`src/rtl/mips_mem_pkg.sv`:
```
// Shared size encodings and FSM state encoding for the data-memory sequencer.
// The ERR state only exists when MEM_ALIGN_CHECK_EN is defined.
package mips_mem_pkg;

    typedef enum logic [1:0] {
        LS_WORD = 2'b00,
        LS_HALF = 2'b01,
        LS_BYTE = 2'b10,
        LS_RSVD = 2'b11
    } ls_size_e;

`ifdef MEM_ALIGN_CHECK_EN
    typedef enum logic [2:0] {IDLE, RD, WAIT, CAPT, WR, DONE, ERR} mem_state_e;
`else
    typedef enum logic [2:0] {IDLE, RD, WAIT, CAPT, WR, DONE} mem_state_e;
`endif

    // Byte offset of the accessed lane; word ignores addr[1:0], half ignores addr[0].
    function automatic logic [1:0] lane_of(input ls_size_e size, input logic [1:0] addr_lo);
        case (size)
            LS_BYTE: return addr_lo;
            LS_HALF: return {addr_lo[1], 1'b0};
            default: return 2'b00;
        endcase
    endfunction

endpackage

```
`src/rtl/mem_access_ctrl_byte_lane_merge.sv`:
```
// Combinational lane logic: read-modify-write merge for stores and the
// right-justifying lane shift for loads.
module byte_lane_merge
    import mips_mem_pkg::*;
(
    input  ls_size_e    size_i,
    input  logic [1:0]  addr_lo_i,
    input  logic [31:0] rbuf_i,
    input  logic [31:0] wdata_i,
    output logic [31:0] store_word_o,
    output logic [31:0] load_word_o
);

    logic [1:0] lane;

    assign lane = lane_of(size_i, addr_lo_i);

    always_comb begin
        store_word_o = rbuf_i;
        case (size_i)
            LS_HALF: store_word_o[{lane[1], 4'b0000} +: 16] = wdata_i[15:0];
            LS_BYTE: store_word_o[{lane, 3'b000} +: 8]      = wdata_i[7:0];
            default: store_word_o = wdata_i;
        endcase
    end

    assign load_word_o = rbuf_i >> {lane, 3'b000};

endmodule

```
`src/rtl/mem_access_ctrl.sv`:
```
// Multicycle load/store sequencer for the single-port data memory.
// Optional alignment/reserved-size checking is enabled by MEM_ALIGN_CHECK_EN.
//
// state | meaning
// IDLE  | waiting for req; the only state with busy low
// RD    | mem_rd strobe for the read of a load or sub-word store
// WAIT  | counting out the remaining read latency
// CAPT  | mem_rdata captured into rbuf
// WR    | store word prepared; mem_wr is strobed on the following cycle
// DONE  | ack is raised on the following cycle
// ERR   | rejected request; ack+err on the following cycle (check builds only)
module mem_access_ctrl
    import mips_mem_pkg::*;
#(
    parameter int RD_LAT = 1,
    parameter int ADDR_W = 32
) (
    input  logic              clk_i,
    input  logic              reset_i,
    input  logic              req_i,
    input  logic              we_i,
    input  logic [1:0]        size_i,
    input  logic [ADDR_W-1:0] addr_i,
    input  logic [31:0]       wdata_i,
    output logic              ack_o,
    output logic              err_o,
    output logic              busy_o,
    output logic [31:0]       mdr_o,
    output logic [1:0]        ls_sel_o,
    output logic [ADDR_W-1:0] mem_addr_o,
    output logic              mem_rd_o,
    output logic              mem_wr_o,
    output logic [31:0]       mem_wdata_o,
    input  logic [31:0]       mem_rdata_i
);

    localparam int CNT_W = (RD_LAT > 1) ? $clog2(RD_LAT) : 1;

    mem_state_e        state_q, state_d;
    logic [CNT_W-1:0]  cnt_q, cnt_d;
    logic              we_q;
    ls_size_e          size_q;
    logic [1:0]        addr_lo_q;
    logic [31:0]       wdata_q;
    logic [31:0]       rbuf_q;
    logic              ack_q, busy_q, mem_rd_q, mem_wr_q;
    logic [31:0]       mdr_q, mem_wdata_q;
    logic [1:0]        ls_sel_q;
    logic [ADDR_W-1:0] mem_addr_q;

    ls_size_e          size_acc;
    logic              accept;
    logic              bad_req;
    logic [31:0]       store_word, load_word;

    assign accept = (state_q == IDLE) && req_i;

`ifdef MEM_ALIGN_CHECK_EN
    assign size_acc = ls_size_e'(size_i);
    assign bad_req  = (size_i == LS_RSVD)
                   || ((size_i == LS_HALF) && addr_i[0])
                   || ((size_i == LS_WORD) && (addr_i[1:0] != 2'b00));
`else
    assign size_acc = (size_i == LS_RSVD) ? LS_WORD : ls_size_e'(size_i);
    assign bad_req  = 1'b0;
`endif

    byte_lane_merge u_merge (
        .size_i       (size_q),
        .addr_lo_i    (addr_lo_q),
        .rbuf_i       (rbuf_q),
        .wdata_i      (wdata_q),
        .store_word_o (store_word),
        .load_word_o  (load_word)
    );

    always_comb begin
        state_d = state_q;
        cnt_d   = cnt_q;
        case (state_q)
            IDLE: begin
                if (req_i) begin
`ifdef MEM_ALIGN_CHECK_EN
                    if (bad_req)
                        state_d = ERR;
                    else
`endif
                    if (we_i && (size_acc == LS_WORD))
                        state_d = WR;
                    else
                        state_d = RD;
                end
            end
            RD: begin
                cnt_d   = CNT_W'(RD_LAT - 1);
                state_d = (RD_LAT == 1) ? CAPT : WAIT;
            end
            WAIT: begin
                if (cnt_q <= CNT_W'(1))
                    state_d = CAPT;
                else
                    cnt_d = cnt_q - CNT_W'(1);
            end
            CAPT:    state_d = we_q ? WR : DONE;
            WR:      state_d = DONE;
            DONE:    state_d = IDLE;
            default: state_d = IDLE;
        endcase
    end

    // mem_rd tracks the RD state itself; mem_wr and ack trail their states by
    // one cycle so a reset taken in WR cancels the write before it is issued.
    always_ff @(posedge clk_i) begin
        if (reset_i) begin
            state_q     <= IDLE;
            cnt_q       <= '0;
            we_q        <= 1'b0;
            size_q      <= LS_WORD;
            addr_lo_q   <= 2'b00;
            wdata_q     <= '0;
            rbuf_q      <= '0;
            ack_q       <= 1'b0;
            busy_q      <= 1'b0;
            mem_rd_q    <= 1'b0;
            mem_wr_q    <= 1'b0;
            mdr_q       <= '0;
            mem_wdata_q <= '0;
            ls_sel_q    <= LS_WORD;
            mem_addr_q  <= '0;
        end else begin
            state_q  <= state_d;
            cnt_q    <= cnt_d;
            busy_q   <= (state_d != IDLE);
            mem_rd_q <= (state_d == RD);
            mem_wr_q <= (state_q == WR);
`ifdef MEM_ALIGN_CHECK_EN
            ack_q    <= (state_q == DONE) || (state_q == ERR);
`else
            ack_q    <= (state_q == DONE);
`endif
            if (accept) begin
                we_q       <= we_i;
                size_q     <= size_acc;
                addr_lo_q  <= addr_i[1:0];
                wdata_q    <= wdata_i;
                ls_sel_q   <= size_acc;
                mem_addr_q <= {addr_i[ADDR_W-1:2], 2'b00};
            end
            if (state_q == CAPT)
                rbuf_q <= mem_rdata_i;
            if (state_q == WR)
                mem_wdata_q <= store_word;
            if ((state_q == DONE) && !we_q)
                mdr_q <= load_word;
        end
    end

`ifdef MEM_ALIGN_CHECK_EN
    logic err_q;

    always_ff @(posedge clk_i) begin
        if (reset_i)
            err_q <= 1'b0;
        else
            err_q <= (state_q == ERR);
    end

    assign err_o = err_q;
`else
    assign err_o = 1'b0;
`endif

    assign ack_o       = ack_q;
    assign busy_o      = busy_q;
    assign mdr_o       = mdr_q;
    assign ls_sel_o    = ls_sel_q;
    assign mem_addr_o  = mem_addr_q;
    assign mem_rd_o    = mem_rd_q;
    assign mem_wr_o    = mem_wr_q;
    assign mem_wdata_o = mem_wdata_q;

endmodule

```
`config.mk`:
```
export PLATFORM = sky130hd
export DESIGN_NAME = mem_access_ctrl
export DESIGN_NICKNAME = d
export VERILOG_FILES = /design/src/rtl/mips_mem_pkg.sv /design/src/rtl/mem_access_ctrl_byte_lane_merge.sv /design/src/rtl/mem_access_ctrl.sv
export SDC_FILE = /design/constraint.sdc
export NUM_CORES = 1
export LEC_CHECK = 0
export CAP_MARGIN = 10
export CORE_UTILIZATION = 49
export CTS_BUF_LIST = sky130_fd_sc_hd__clkbuf_4
export DETAILED_ROUTE_END_ITERATION = 10
export GPL_ROUTABILITY_DRIVEN = 0
export PLACE_DENSITY = 0.87
export SLEW_MARGIN = 20
export SYNTH_ARGS = -nofsm -noshare
export SYNTH_HDL_FRONTEND = slang
export SYNTH_SLANG_ARGS = --single-unit
```
`constraint.sdc`:
```
create_clock -name clk_i -period 3.1 [get_ports clk_i]
set_input_delay 0.465 -clock clk_i [delete_from_list [all_inputs] [get_ports clk_i]]
set_output_delay 0.465 -clock clk_i [all_outputs]
set_load 0.02 [all_outputs]
```
==> out/results.txt <==
first-pass GRT wire length - 33.3 mm
status - finished, final reports clean
Synth warnings - 0
post-route setup TNS - 0 ns
Worst slew margin - 39.1%
Vias - 7073
TritonRoute pass-1 iters - 6
worst hold path type - in2reg
EDFF count, synth - 0
hpwl dp - 15.5 mm
die height - 123 microns
PortBufs - 201
initial core utilization - 49.9%
CTS H-tree lvls - 4
DRT iter0 DRCs - 777
Sink Count - 170
Core ar. - 0.0145 sq mm
Site Rows - 44
Peak Freq - 349 MHz
Async S/R FF share, synth - 0%
pin count of the biggest net entering global routing - 136
Main synth FF type - dfxtp_1
library cells used by synthesis - 54
Final min period - 2.87 ns
Mapped Avg Cell Area - 8.43 sq um
clock insertion delay at the later pin of the skew report - 0.57 ns
die area - 0.0152 sq mm
Tot Pwr - 5.82 mW
worst-path cell chain - inv_1 > ha_1 > o21ai_2 > nor2_4 > ha_1 > nor2_1 > nor4b_4 > a221oi_1 > a221oi_1
gate count of the mapped netlist - 858
Crit. End Element - register
DR DRC count - 0
Max VDD drop - 0.000464 V
Die Wd - 123 microns
WHS Path Cells - 2
Setup-failing EPs final - 0
Pleak - 3.28 nW
maxcap violations - 0
crit path DAT - 3.33 ns
Setup crit start kind - register
Via density - 5.81
I/O Pins - 205
WHS Endpoint - mem_rd_o$_SDFF_PP0_
worst slew pin tran - 0.913 ns
critical path's top delay family - compound AO/OA/AOI/OAI gates
Yosys reg bits - 170
worst-path fanout max - 11
slowest CP cell - nor4b_4
Hold Crit Start - reset_i
CTS root buf - clkbuf_4
CTS clk-pin slew, worst paths - 0.15 ns
Worst Reg-to-Reg Cells - 9
Avg WL per Cell - 17.9 microns
CTS resizes - 0
CP peak stage delay - 0.47 ns
endpoints failing hold - 0
Max Clock Skew - 0.0268 ns
Post-CTS Setup Inserts - 0
CTS buffer count - 17
dpl ws - 0.311 ns
CP required - 3.57 ns
gr usage total - 28.9%
Worst setup startpoint - ls_sel_o[1]$_SDFFE_PP0P_
share of post-route cells with drive strength above 1 - 7.95%
Final Slew Violations - 0
capture point of the worst reg-to-reg path - mem_wdata_o[13]$_SDFFE_PP0P_
initial antenna violation count - 1
CP Class - reg2reg
Reg2Reg Launch Point - ls_sel_o[1]$_SDFFE_PP0P_
reg2reg setup slack - 0.23 ns
Post-Syn Area - 0.00723 sq mm
cts-stage hold buffer count - 0
synthesis-to-layout area growth - 31.8%
sequential-to-total area share from yosys stat - 47.1%
Remaining Overflow, GRT - 0
RSZ-0062 raised after global routing - false
Post-DRT Antenna Nets - 0
routed wire length - 21.7 mm
final net count - 1129
post-route setup slack - 0.235 ns
vias in the first global route - 6536
fin crit share - 92.4%
CP Buf/Inv Count - 1
power per cell area - 611 mW/mm^2
clock buffer depth - 2
CTS tree - yes
state kept, by name, indices dropped and copies added (netlist names):
register,flops
mem_rd_o,1
ls_sel_o,2
busy_o,1
ack_o,1
state_q,3
mem_wdata_o,32
wdata_q,32
rbuf_q,32
mdr_o,32
we_q,1
mem_addr_o,30
mem_wr_o,1
addr_lo_q,2
cell families after synthesis:
group           Yosys count  share of synthesized area, %
simple gates            337                          20.0
compound gates          228                          21.2
flops                   170                          47.1
buf+inv                  81                          5.50
mux                      33                          4.85
fa+ha+maj                 7                          1.21
other cells               1                        0.0519
xor+xnor                  1                         0.121
metal layers:
layer  track usage, %  up-vias  part of all wire (%)
li1                 -     3319                     -
met1             35.0     3302                    38
met2             45.0      370                    45
met3             10.1       82                    12
met4             15.5        0                   4.8
met5                0        -                     0
worst max-delay path by stage:
stage,to,slack [ns],cells after the start
after floorplan,mem_wdata_o[31]$_SDFFE_PP0P_,0.58,12
after global placement,mem_wdata_o[14]$_SDFFE_PP0P_,0.46,9
after detailed placement,mem_wdata_o[13]$_SDFFE_PP0P_,0.31,9
after CTS,mem_wdata_o[13]$_SDFFE_PP0P_,0.31,9
after global routing,mem_wdata_o[13]$_SDFFE_PP0P_,0.03,9
final,mem_wdata_o[13]$_SDFFE_PP0P_,0.23,9
layout by cell type (no fill, tap or decap), types with 17 or more instances in the layout:
cell type,count
mux2i_1,17
nand2_1,250
clkbuf_4,21
o21ai_0,26
a221oi_1,54
dfxtp_1,170
a21oi_1,109
nor2_1,28
clkdlybuf4s50_1,200
nor3_1,18
cell type report:
| cell class | count | area [sq um] |
|---|---|---|
| fillers | 1206 | 4950 |
| flip-flops and latches | 170 | 3400 |
| multi-input cells | 609 | 3440 |
| clock inverters | 10 | 126 |
| diodes | 1 | 2.50 |
| well taps | 184 | 230 |
| repair buffers | 214 | 2130 |
| clock buffers | 21 | 158 |
| inverters | 8 | 32.5 |
power by group:
| part | switching (mW) | internal (mW) | leakage, nW | total (mW) |
|---|---|---|---|---|
| clock network | 0.734 | 0.580 | 0.152 | 1.31 |
| registers | 0.307 | 2.47 | 1.38 | 2.78 |
| logic | 1.01 | 0.718 | 1.75 | 1.73 |
metrics by stage:
step	cells	cell area, sq um	hold slack, ns	util, %
2_1_floorplan	860	7240	0.433	-
3_3_place_gp	1185	9240	0.440	63.8
3_5_place_dp	1185	9240	0.446	63.8
4_1_cts	1216	9520	0.297	65.8
5_1_grt	1217	9530	0.306	65.8
6_report	1217	9530	0.342	65.8
synthesized netlist by cell type (2+ instances only):
master / instances / area share, %
o21ai_2: 2 / 0.24
or3_1: 2 / 0.17
ha_1: 7 / 1.2
a221oi_1: 54 / 6.5
a2bb2oi_1: 8 / 0.97
nor3_2: 2 / 0.28
a21oi_1: 109 / 7.5
mux2i_1: 17 / 2.4
dfxtp_1: 170 / 47
inv_1: 5 / 0.26
nor2_1: 29 / 1.5
nand3_1: 8 / 0.55
nand3b_1: 8 / 0.83
and2_1: 4 / 0.35
o221ai_2: 8 / 1.7
nor3_1: 18 / 1.2
nand2_1: 251 / 13
clkbuf_1: 43 / 2.2
buf_2: 15 / 1.0
o21a_1: 2 / 0.21
a211oi_1: 8 / 0.83
mux2_2: 16 / 2.5
buf_4: 8 / 0.83
o21ai_0: 26 / 1.8
o21ai_1: 3 / 0.21
inv_2: 2 / 0.10
nand2b_1: 3 / 0.26
buf_6: 4 / 0.62
Power figures use the tool's default switching activity.
